`config.mk`:
```
export PLATFORM = sky130hd
export DESIGN_NAME = serializer_param
export DESIGN_NICKNAME = d
export VERILOG_FILES = /design/src/rtl/serializer_param.sv
export SDC_FILE = /design/constraint.sdc
export NUM_CORES = 1
export LEC_CHECK = 0
export ABC_CLOCK_PERIOD_IN_PS = 2050
export BUFFER_PORTS_ARGS = -buffer_cell sky130_fd_sc_hd__buf_2
export CAP_MARGIN = 20
export CORE_AREA = 3 3 40 42
export DETAILED_ROUTE_END_ITERATION = 6
export DIE_AREA = 0 0 43 45
export GPL_TIMING_DRIVEN = 0
export HOLD_SLACK_MARGIN = 0.02
export PLACE_DENSITY_LB_ADDON = 0.3
export SLEW_MARGIN = 20
export SYNTH_ARGS = -nofsm -noshare
export SYNTH_HDL_FRONTEND = slang
export SYNTH_SLANG_ARGS = --single-unit
```
`constraint.sdc`:
```
create_clock -name CLK -period 2.05 [get_ports CLK]
set_input_delay 0.205 -clock CLK [delete_from_list [all_inputs] [get_ports CLK]]
set_output_delay 0.205 -clock CLK [all_outputs]
set_load 0.02 [all_outputs]
```
`src/rtl/serializer_param.sv`:
```
// -----------------------------------------------------------------------------
// serializer_param
// Parameterised parallel-to-serial converter for the UART transmit path.
// A DATA_WIDTH word is accepted through a valid/ready handshake and emitted
// one bit per serial_enable cycle, LSB- or MSB-first. The block stalls cleanly
// when serial_enable is low and accepts a new word in the cycle the last bit
// is consumed, so back-to-back words have no idle gap.
//
// Optional feature macro: SERIALIZER_PARITY_EN
//   When defined, adds parameter PAR_ODD and output par_bit. par_bit is the
//   parity of the last loaded word (even, or odd when PAR_ODD=1). It is
//   captured on every load and held until the next load.
//
// Parameters:
//   DATA_WIDTH  word width in bits (2..32)
//   MSB_FIRST   0 = LSB transmitted first, 1 = MSB transmitted first
//   PAR_ODD     (SERIALIZER_PARITY_EN only) 0 = even parity, 1 = odd parity
//
// Ports:
//   CLK            clock, rising edge
//   RST            synchronous reset, active-high
//   P_DATA         parallel word, sampled only on an accepted load
//   Data_valid     load request
//   ser_ready      block can accept a word this cycle
//   serial_enable  consume current bit this cycle
//   serial_Data    current serial bit (0 when idle)
//   serial_busy    a word is loaded and not yet fully consumed
//   serial_done    single-cycle pulse: last bit consumed this cycle
//   par_bit        (SERIALIZER_PARITY_EN only) parity of the loaded word
// -----------------------------------------------------------------------------
module serializer_param #(
  parameter int DATA_WIDTH = 8,
  parameter bit MSB_FIRST  = 1'b0
`ifdef SERIALIZER_PARITY_EN
  ,
  parameter bit PAR_ODD    = 1'b0
`endif
) (
  input  logic                  CLK,
  input  logic                  RST,
  input  logic [DATA_WIDTH-1:0] P_DATA,
  input  logic                  Data_valid,
  output logic                  ser_ready,
  input  logic                  serial_enable,
  output logic                  serial_Data,
  output logic                  serial_busy,
  output logic                  serial_done
`ifdef SERIALIZER_PARITY_EN
  ,
  output logic                  par_bit
`endif
);

  localparam int CNT_W = (DATA_WIDTH > 1) ? $clog2(DATA_WIDTH) : 1;
  localparam logic [CNT_W-1:0] LAST_CNT = CNT_W'(DATA_WIDTH - 1);
  localparam logic [CNT_W-1:0] CNT_ONE  = CNT_W'(1);

  typedef enum logic [0:0] {
    IDLE  = 1'b0,
    SHIFT = 1'b1
  } state_t;

  state_t                  state_r;
  state_t                  state_nxt_s;
  logic [DATA_WIDTH-1:0]   shift_r;
  logic [DATA_WIDTH-1:0]   shift_nxt_s;
  logic [CNT_W-1:0]        bit_cnt_r;
  logic [CNT_W-1:0]        bit_cnt_nxt_s;
  logic                    done_s;
  logic                    ready_s;
  logic                    load_s;

  // Move the next bit to the output end, zero-filling the vacated position.
  function automatic logic [DATA_WIDTH-1:0] shift_step(input logic [DATA_WIDTH-1:0] v);
    logic [DATA_WIDTH-1:0] r;
    if (MSB_FIRST) begin
      r = {v[DATA_WIDTH-2:0], 1'b0};
    end else begin
      r = {1'b0, v[DATA_WIDTH-1:1]};
    end
    return r;
  endfunction

  // Handshake terms: a word completes when its last bit is consumed, and the
  // block is ready either when idle or in that completing cycle.
  always_comb begin
    done_s  = 1'b0;
    ready_s = 1'b0;
    load_s  = 1'b0;
    if (state_r == SHIFT) begin
      done_s = serial_enable && (bit_cnt_r == LAST_CNT);
    end else begin
      done_s = 1'b0;
    end
    ready_s = (state_r == IDLE) || done_s;
    load_s  = Data_valid && ready_s;
  end

  // Next-state, shift register and bit counter update.
  always_comb begin
    state_nxt_s   = state_r;
    shift_nxt_s   = shift_r;
    bit_cnt_nxt_s = bit_cnt_r;
    if (load_s) begin
      // Covers both a load from IDLE and a back-to-back load on the done cycle.
      state_nxt_s   = SHIFT;
      shift_nxt_s   = P_DATA;
      bit_cnt_nxt_s = {CNT_W{1'b0}};
    end else begin
      case (state_r)
        IDLE: begin
          state_nxt_s   = IDLE;
          shift_nxt_s   = shift_r;
          bit_cnt_nxt_s = bit_cnt_r;
        end
        SHIFT: begin
          if (done_s) begin
            state_nxt_s   = IDLE;
            shift_nxt_s   = {DATA_WIDTH{1'b0}};
            bit_cnt_nxt_s = {CNT_W{1'b0}};
          end else if (serial_enable) begin
            shift_nxt_s   = shift_step(shift_r);
            bit_cnt_nxt_s = bit_cnt_r + CNT_ONE;
          end else begin
            // Stall: hold everything so serial_Data stays stable.
            shift_nxt_s   = shift_r;
            bit_cnt_nxt_s = bit_cnt_r;
          end
        end
        default: begin
          state_nxt_s   = IDLE;
          shift_nxt_s   = {DATA_WIDTH{1'b0}};
          bit_cnt_nxt_s = {CNT_W{1'b0}};
        end
      endcase
    end
  end

  // State, shift register and counter registers with synchronous reset.
  always_ff @(posedge CLK) begin
    if (RST) begin
      state_r   <= IDLE;
      shift_r   <= {DATA_WIDTH{1'b0}};
      bit_cnt_r <= {CNT_W{1'b0}};
    end else begin
      state_r   <= state_nxt_s;
      shift_r   <= shift_nxt_s;
      bit_cnt_r <= bit_cnt_nxt_s;
    end
  end

  // Output decode: the serial bit is forced low while idle.
  always_comb begin
    serial_Data = 1'b0;
    if (state_r == SHIFT) begin
      if (MSB_FIRST) begin
        serial_Data = shift_r[DATA_WIDTH-1];
      end else begin
        serial_Data = shift_r[0];
      end
    end else begin
      serial_Data = 1'b0;
    end
  end

  assign serial_busy = (state_r == SHIFT);
  assign serial_done = done_s;
  assign ser_ready   = ready_s;

`ifdef SERIALIZER_PARITY_EN
  logic par_r;

  // Parity of a word, inverted for odd parity.
  function automatic logic calc_parity(input logic [DATA_WIDTH-1:0] d);
    return (^d) ^ PAR_ODD;
  endfunction

  // Capture parity on each accepted load; it then holds for the whole word.
  always_ff @(posedge CLK) begin
    if (RST) begin
      par_r <= 1'b0;
    end else if (load_s) begin
      par_r <= calc_parity(P_DATA);
    end else begin
      par_r <= par_r;
    end
  end

  assign par_bit = par_r;
`endif

endmodule

```
# ---- Yosys cells after proc, flatten, opt, wreduce, memory -nomap -nowiden
# Cells that the tools add are included.
dict set report totals {
  ff_bits 12
  output_inout_bits 4
  word_cells 27
}
dict set report classes {
  add_sub_neg 1
  eq_ne 4
  mux 12
  bitwise_logic 1
  reduce_logical 6
}
# cell count
set ops {}
lappend ops {{8-bit 2-to-1 mux} 4}
lappend ops {{3-bit 2-to-1 mux} 3}
lappend ops {{1-bit 2-to-1 mux} 4}
lappend ops {{4-bit by 3-bit != test with 1-bit output (second input constant)} 1}
lappend ops {{2-bit AND reduction} 2}
lappend ops {{3-bit by 1-bit adder with 3-bit output (second input constant)} 1}
lappend ops {{3-bit == test (second input constant)} 1}
lappend ops {{3-bit != test (second input constant)} 1}
lappend ops {{1-bit logical AND} 2}
lappend ops {{2-bit != test (second input constant)} 1}
lappend ops {{1-bit one-hot mux with 2 select lines} 1}
lappend ops {{2-bit OR reduction} 1}
lappend ops {{1-bit logical OR} 1}
lappend ops {{1-bit inverter} 1}

# ---- Longest topological paths before layout
dict set report depth {
  word_depth 7
  ltp_mapped 6
  depth_no_buf 5
}

# ---- Worst setup path before layout
# Ideal clock, no wire load.
dict set report synth_path {
  path_type {register to register}
  from {reg bit_cnt_r[0]}
  to {reg shift_r[5]}
  setup_ps 116
  arrival_time_ps 1237
  required_ps 1934
  slack_ps 697
  path_stages_with_launch 7
  n_path_buf 1
  path_cell_list {dfxtp_1 > ha_1 > ha_1 > buf_2 > nand2_1 > o211ai_1 > o211a_1}
}
dict set report synth_via {
  elab_chain_len 7
}
# element line
set synth_rtl {}
lappend synth_rtl {{start: declaration} 67} ;# logic [CNT_W-1:0] bit_cnt_r;
lappend synth_rtl {{start signal: assignment} 144} ;# bit_cnt_r <= {CNT_W{1'b0}};
lappend synth_rtl {{start signal: assignment} 148} ;# bit_cnt_r <= bit_cnt_nxt_s;
lappend synth_rtl {{3-bit == test (*)} 91} ;# done_s = serial_enable && (bit_cnt_r == LAST_CNT);
lappend synth_rtl {{1-bit logical AND (*)} 91}
lappend synth_rtl {{1-bit 2-to-1 mux (*)} 90} ;# if (state_r == SHIFT) begin
lappend synth_rtl {{1-bit logical OR} 95} ;# ready_s = (state_r == IDLE) || done_s;
lappend synth_rtl {{1-bit logical AND} 96} ;# load_s = Data_valid && ready_s;
lappend synth_rtl {{4-bit by 3-bit != test with 1-bit output (no line) / 2-bit != test (equally long branches)} n/a}
lappend synth_rtl {{2-bit AND reduction (no line)} n/a}
lappend synth_rtl {{end signal: assignment} 143} ;# shift_r <= {DATA_WIDTH{1'b0}};
lappend synth_rtl {{end signal: assignment} 147} ;# shift_r <= shift_nxt_s;
lappend synth_rtl {{end: declaration} 65} ;# logic [DATA_WIDTH-1:0] shift_r;
# Mark *: on every way between the ends. The rest lies on a longest branch, timed or not. The select of a mux whose other input is x is not followed.
# A chain may end at the register's enable or synchronous reset.

# ---- Worst setup path after layout
dict set report layout_path {
  from {reg bit_cnt_r[0]}
  to {out serial_done}
}
dict set report layout_via {
  elab_chain_len 3
}
# element line
set layout_rtl {}
lappend layout_rtl {{3-bit == test} 91}
lappend layout_rtl {{1-bit logical AND} 91}
lappend layout_rtl {{1-bit 2-to-1 mux} 90}
lappend layout_rtl {{end: declaration} 47} ;# output logic serial_done
# Every way passes these cells.

==> impl_metrics.env <==
export IMPL_nFillCells=125
export IMPL_rows=13
export IMPL_postRouteWirelength_um=1280
export IMPL_design_core_area_um2=1280
export IMPL_io_pin_count=16
export IMPL_seqPwrFrac=0.533
export IMPL_via_per_inst=5.36
export IMPL_layout_common_cells="16 x buf_2, 12 x dfxtp_1, 8 x inv_1, 8 x a21oi_1, 7 x o211a_1"
export IMPL_r2r_end="shift_r[5]$_SDFFE_PP0P_"
export IMPL_power_switching_mw=0.122
export IMPL_cts_tree="yes"
export IMPL_finalSetupViolations=0
export IMPL_tns_ns=0
export IMPL_clk_latency_ns=0.27
export IMPL_synth_area_um2=614
export IMPL_synth_fp_nets=80
export IMPL_hold_depth=2
export IMPL_maxSlewHeadroom=0.672
export IMPL_die_area_um2=1940
export IMPL_grt_max_degree=11
export IMPL_reg2reg_slack_ns=0.56
export IMPL_rsz0062_at_grt="no"
export IMPL_drt_iter0_drc=5
export IMPL_place_gp_congestion=0.743
export IMPL_worstMarginPinSlew_ns=0.483
export IMPL_io_buffers=15
export IMPL_grt_pass1_wl_um=2270
export IMPL_cts_sinks=12
export IMPL_hold_path_endpoint="shift_r[4]$_SDFFE_PP0P_"
export IMPL_h_tree_depth=1
export IMPL_vias=531
export IMPL_syn_inst=66
export IMPL_worst_r2r_cell_count=6
export IMPL_p_leak_nw=0.368
export IMPL_max_stage_delay_ns=0.33
export IMPL_cts_resized=0
export IMPL_swShare=0.254
export IMPL_ys_types=22
export IMPL_hpwl_um=948
export IMPL_clock_path_buffers=2
export IMPL_drt_first_pass_iters=4
export IMPL_ys_warn_count=0
export IMPL_grt_util_all_layers=0.160
export IMPL_syn_area_per_cell_um2=9.31
export IMPL_ys_seq_area_frac=0.391
export IMPL_cp_cell_sequence="ha_1 -> ha_1 -> buf_2 -> and3_2 -> buf_2"
export IMPL_whs_ns=0.172
export IMPL_finalMaxSlewViolations=0
export IMPL_ys_ff_latch=12
export IMPL_root_buffer="clkbuf_4"
export IMPL_cap_violations=0
export IMPL_worst_path_max_delay_cell="dfxtp_1"
export IMPL_gr_total_overflow=0
export IMPL_required_ns=1.85
export IMPL_die_h_um=45
export IMPL_fin_nets=100
export IMPL_clockPowerShare=0.287
export IMPL_worstSetupPathType="reg2out"
export IMPL_start_kind="flop"
export IMPL_die_w_um=43
export IMPL_intPower_mw=0.358
export IMPL_grt_pass1_vias=499
export IMPL_start_util=0.478
export IMPL_pwr_share_comb=0.180
export IMPL_fin_total_pwr_mw=0.480
export IMPL_fin_area_um2=731
export IMPL_finalCritPeriodShare=0.859
export IMPL_r2r_start="bit_cnt_r[0]$_SDFFE_PP0P_"
export IMPL_hold_viol=0
export IMPL_min_period_ns=1.76
export IMPL_status="complete, no violations"
export IMPL_clkSlewWorstSetupHoldPaths_ns=0.07
export IMPL_cts_buffers=3
export IMPL_crit_path_end_kind="output port"
export IMPL_postCtsSetupBuffers=0
export IMPL_antenna_found_initial=0
export IMPL_detail_route_wl_per_cell_um=12.9
export IMPL_postRouteAntennaNets=0
export IMPL_cts_hold_buf=0
export IMPL_ir_drop_uv=398
export IMPL_drive_gt1_frac=0.310
export IMPL_drc=0
export IMPL_fmax_mhz=568
export IMPL_n_antenna_cell=0
export IMPL_worstPathArrival_ns=1.56
export IMPL_critical_path_peak_fanout=10
export IMPL_final_common_cell="buf_2"
export IMPL_area_delta_synth_final_pct=18.9
export IMPL_powerDensity_nw_per_um2=657
export IMPL_postPlaceCellArea_um2=708
export IMPL_post_route_util=0.569
export IMPL_min_path_type="in2reg"
export IMPL_holdCritStartpoint="P_DATA[4]"
export IMPL_fin_worst_skew_ns=0.00236
export IMPL_critPathTopFamily="adder cells"
export IMPL_path_buf_inv=2
[power by group through the flow]
stage               logic [mW]  clock network [mW]  registers [mW]
global route            0.0985               0.150           0.257
finish                  0.0866               0.138           0.256
detailed placement      0.0863                   0           0.261
floorplan               0.0572                   0           0.262
CTS                     0.0870               0.143           0.256
global placement        0.0827                   0           0.261
[Yosys cell counts]
cell type  number  area (µm²)
a21bo_4         1        16.3
a21oi_1         8        40.0
a32oi_1         1        8.76
and2_2          2        15.0
and2_4          1        8.76
and3_2          1        7.51
buf_2           1        5.00
buf_4           1        7.51
clkbuf_1        1        3.75
dfxtp_1        12         240
ha_1            2        25.0
inv_1           8        30.0
mux2i_1         3        30.0
mux2i_2         1        13.8
nand2_1         2        7.51
nand2b_1        1        6.26
nand3_1         1        5.00
nor2_1          2        7.51
nor2b_1         1        6.26
nor3_1          3        15.0
o211a_1         7        70.1
o211ai_1        6        45.0
[registers in the layout (all words and copies together), names as in the netlist]
register	count
serial_busy	1
shift_r	8
bit_cnt_r	3
[routing by layer]
metal / vias up / GRT usage / wire (µm)
li1: 274 / - / -
met1: 243 / 0.195 / 569
met2: 12 / 0.278 / 642
met3: 2 / 0.0478 / 50
met4: 0 / 0.0361 / 19
met5: - / 0 / 0
[kinds of logic after synthesis]
| logic type | after synthesis | share of synthesized area |
|---|---|---|
| AO/OA/AOI/OAI | 23 | 0.293 |
| AND/OR/NAND/NOR | 14 | 0.128 |
| flip-flops | 12 | 0.391 |
| buffers and inverters | 11 | 0.0753 |
| multiplexers | 4 | 0.0713 |
| adder cells (fa/ha/maj) | 2 | 0.0407 |
[metrics by stage]
step	worst slack [ns]	instances
CTS	0.275	99
finish	0.289	99
floorplan	0.697	66
detailed placement	0.572	96
global placement	0.583	96
global route	0.180	99
[area by class of cell]
type,instances,area (µm²),share of cell area
multi-input combinational,43,328,0.449
clock buffer,3,22.5,0.0308
sequential,12,240,0.329
inverter,8,30.0,0.0411
tap,15,18.8,0.0257
buffer,3,16.3,0.0223
timing repair buffer,15,75.1,0.103
[worst max path at each step]
stage | end | startpoint | slack (ns) | cells past startpoint
2_1_floorplan | shift_r[5]$_SDFFE_PP0P_ | bit_cnt_r[0]$_SDFFE_PP0P_ | 0.70 | 6
3_3_place_gp | shift_r[5]$_SDFFE_PP0P_ | bit_cnt_r[0]$_SDFFE_PP0P_ | 0.58 | 6
3_5_place_dp | serial_done | bit_cnt_r[0]$_SDFFE_PP0P_ | 0.57 | 5
4_1_cts | serial_done | bit_cnt_r[0]$_SDFFE_PP0P_ | 0.27 | 5
5_1_grt | serial_done | bit_cnt_r[0]$_SDFFE_PP0P_ | 0.18 | 5
6_report | serial_done | bit_cnt_r[0]$_SDFFE_PP0P_ | 0.29 | 5
(Power assumes the default switching activity.)
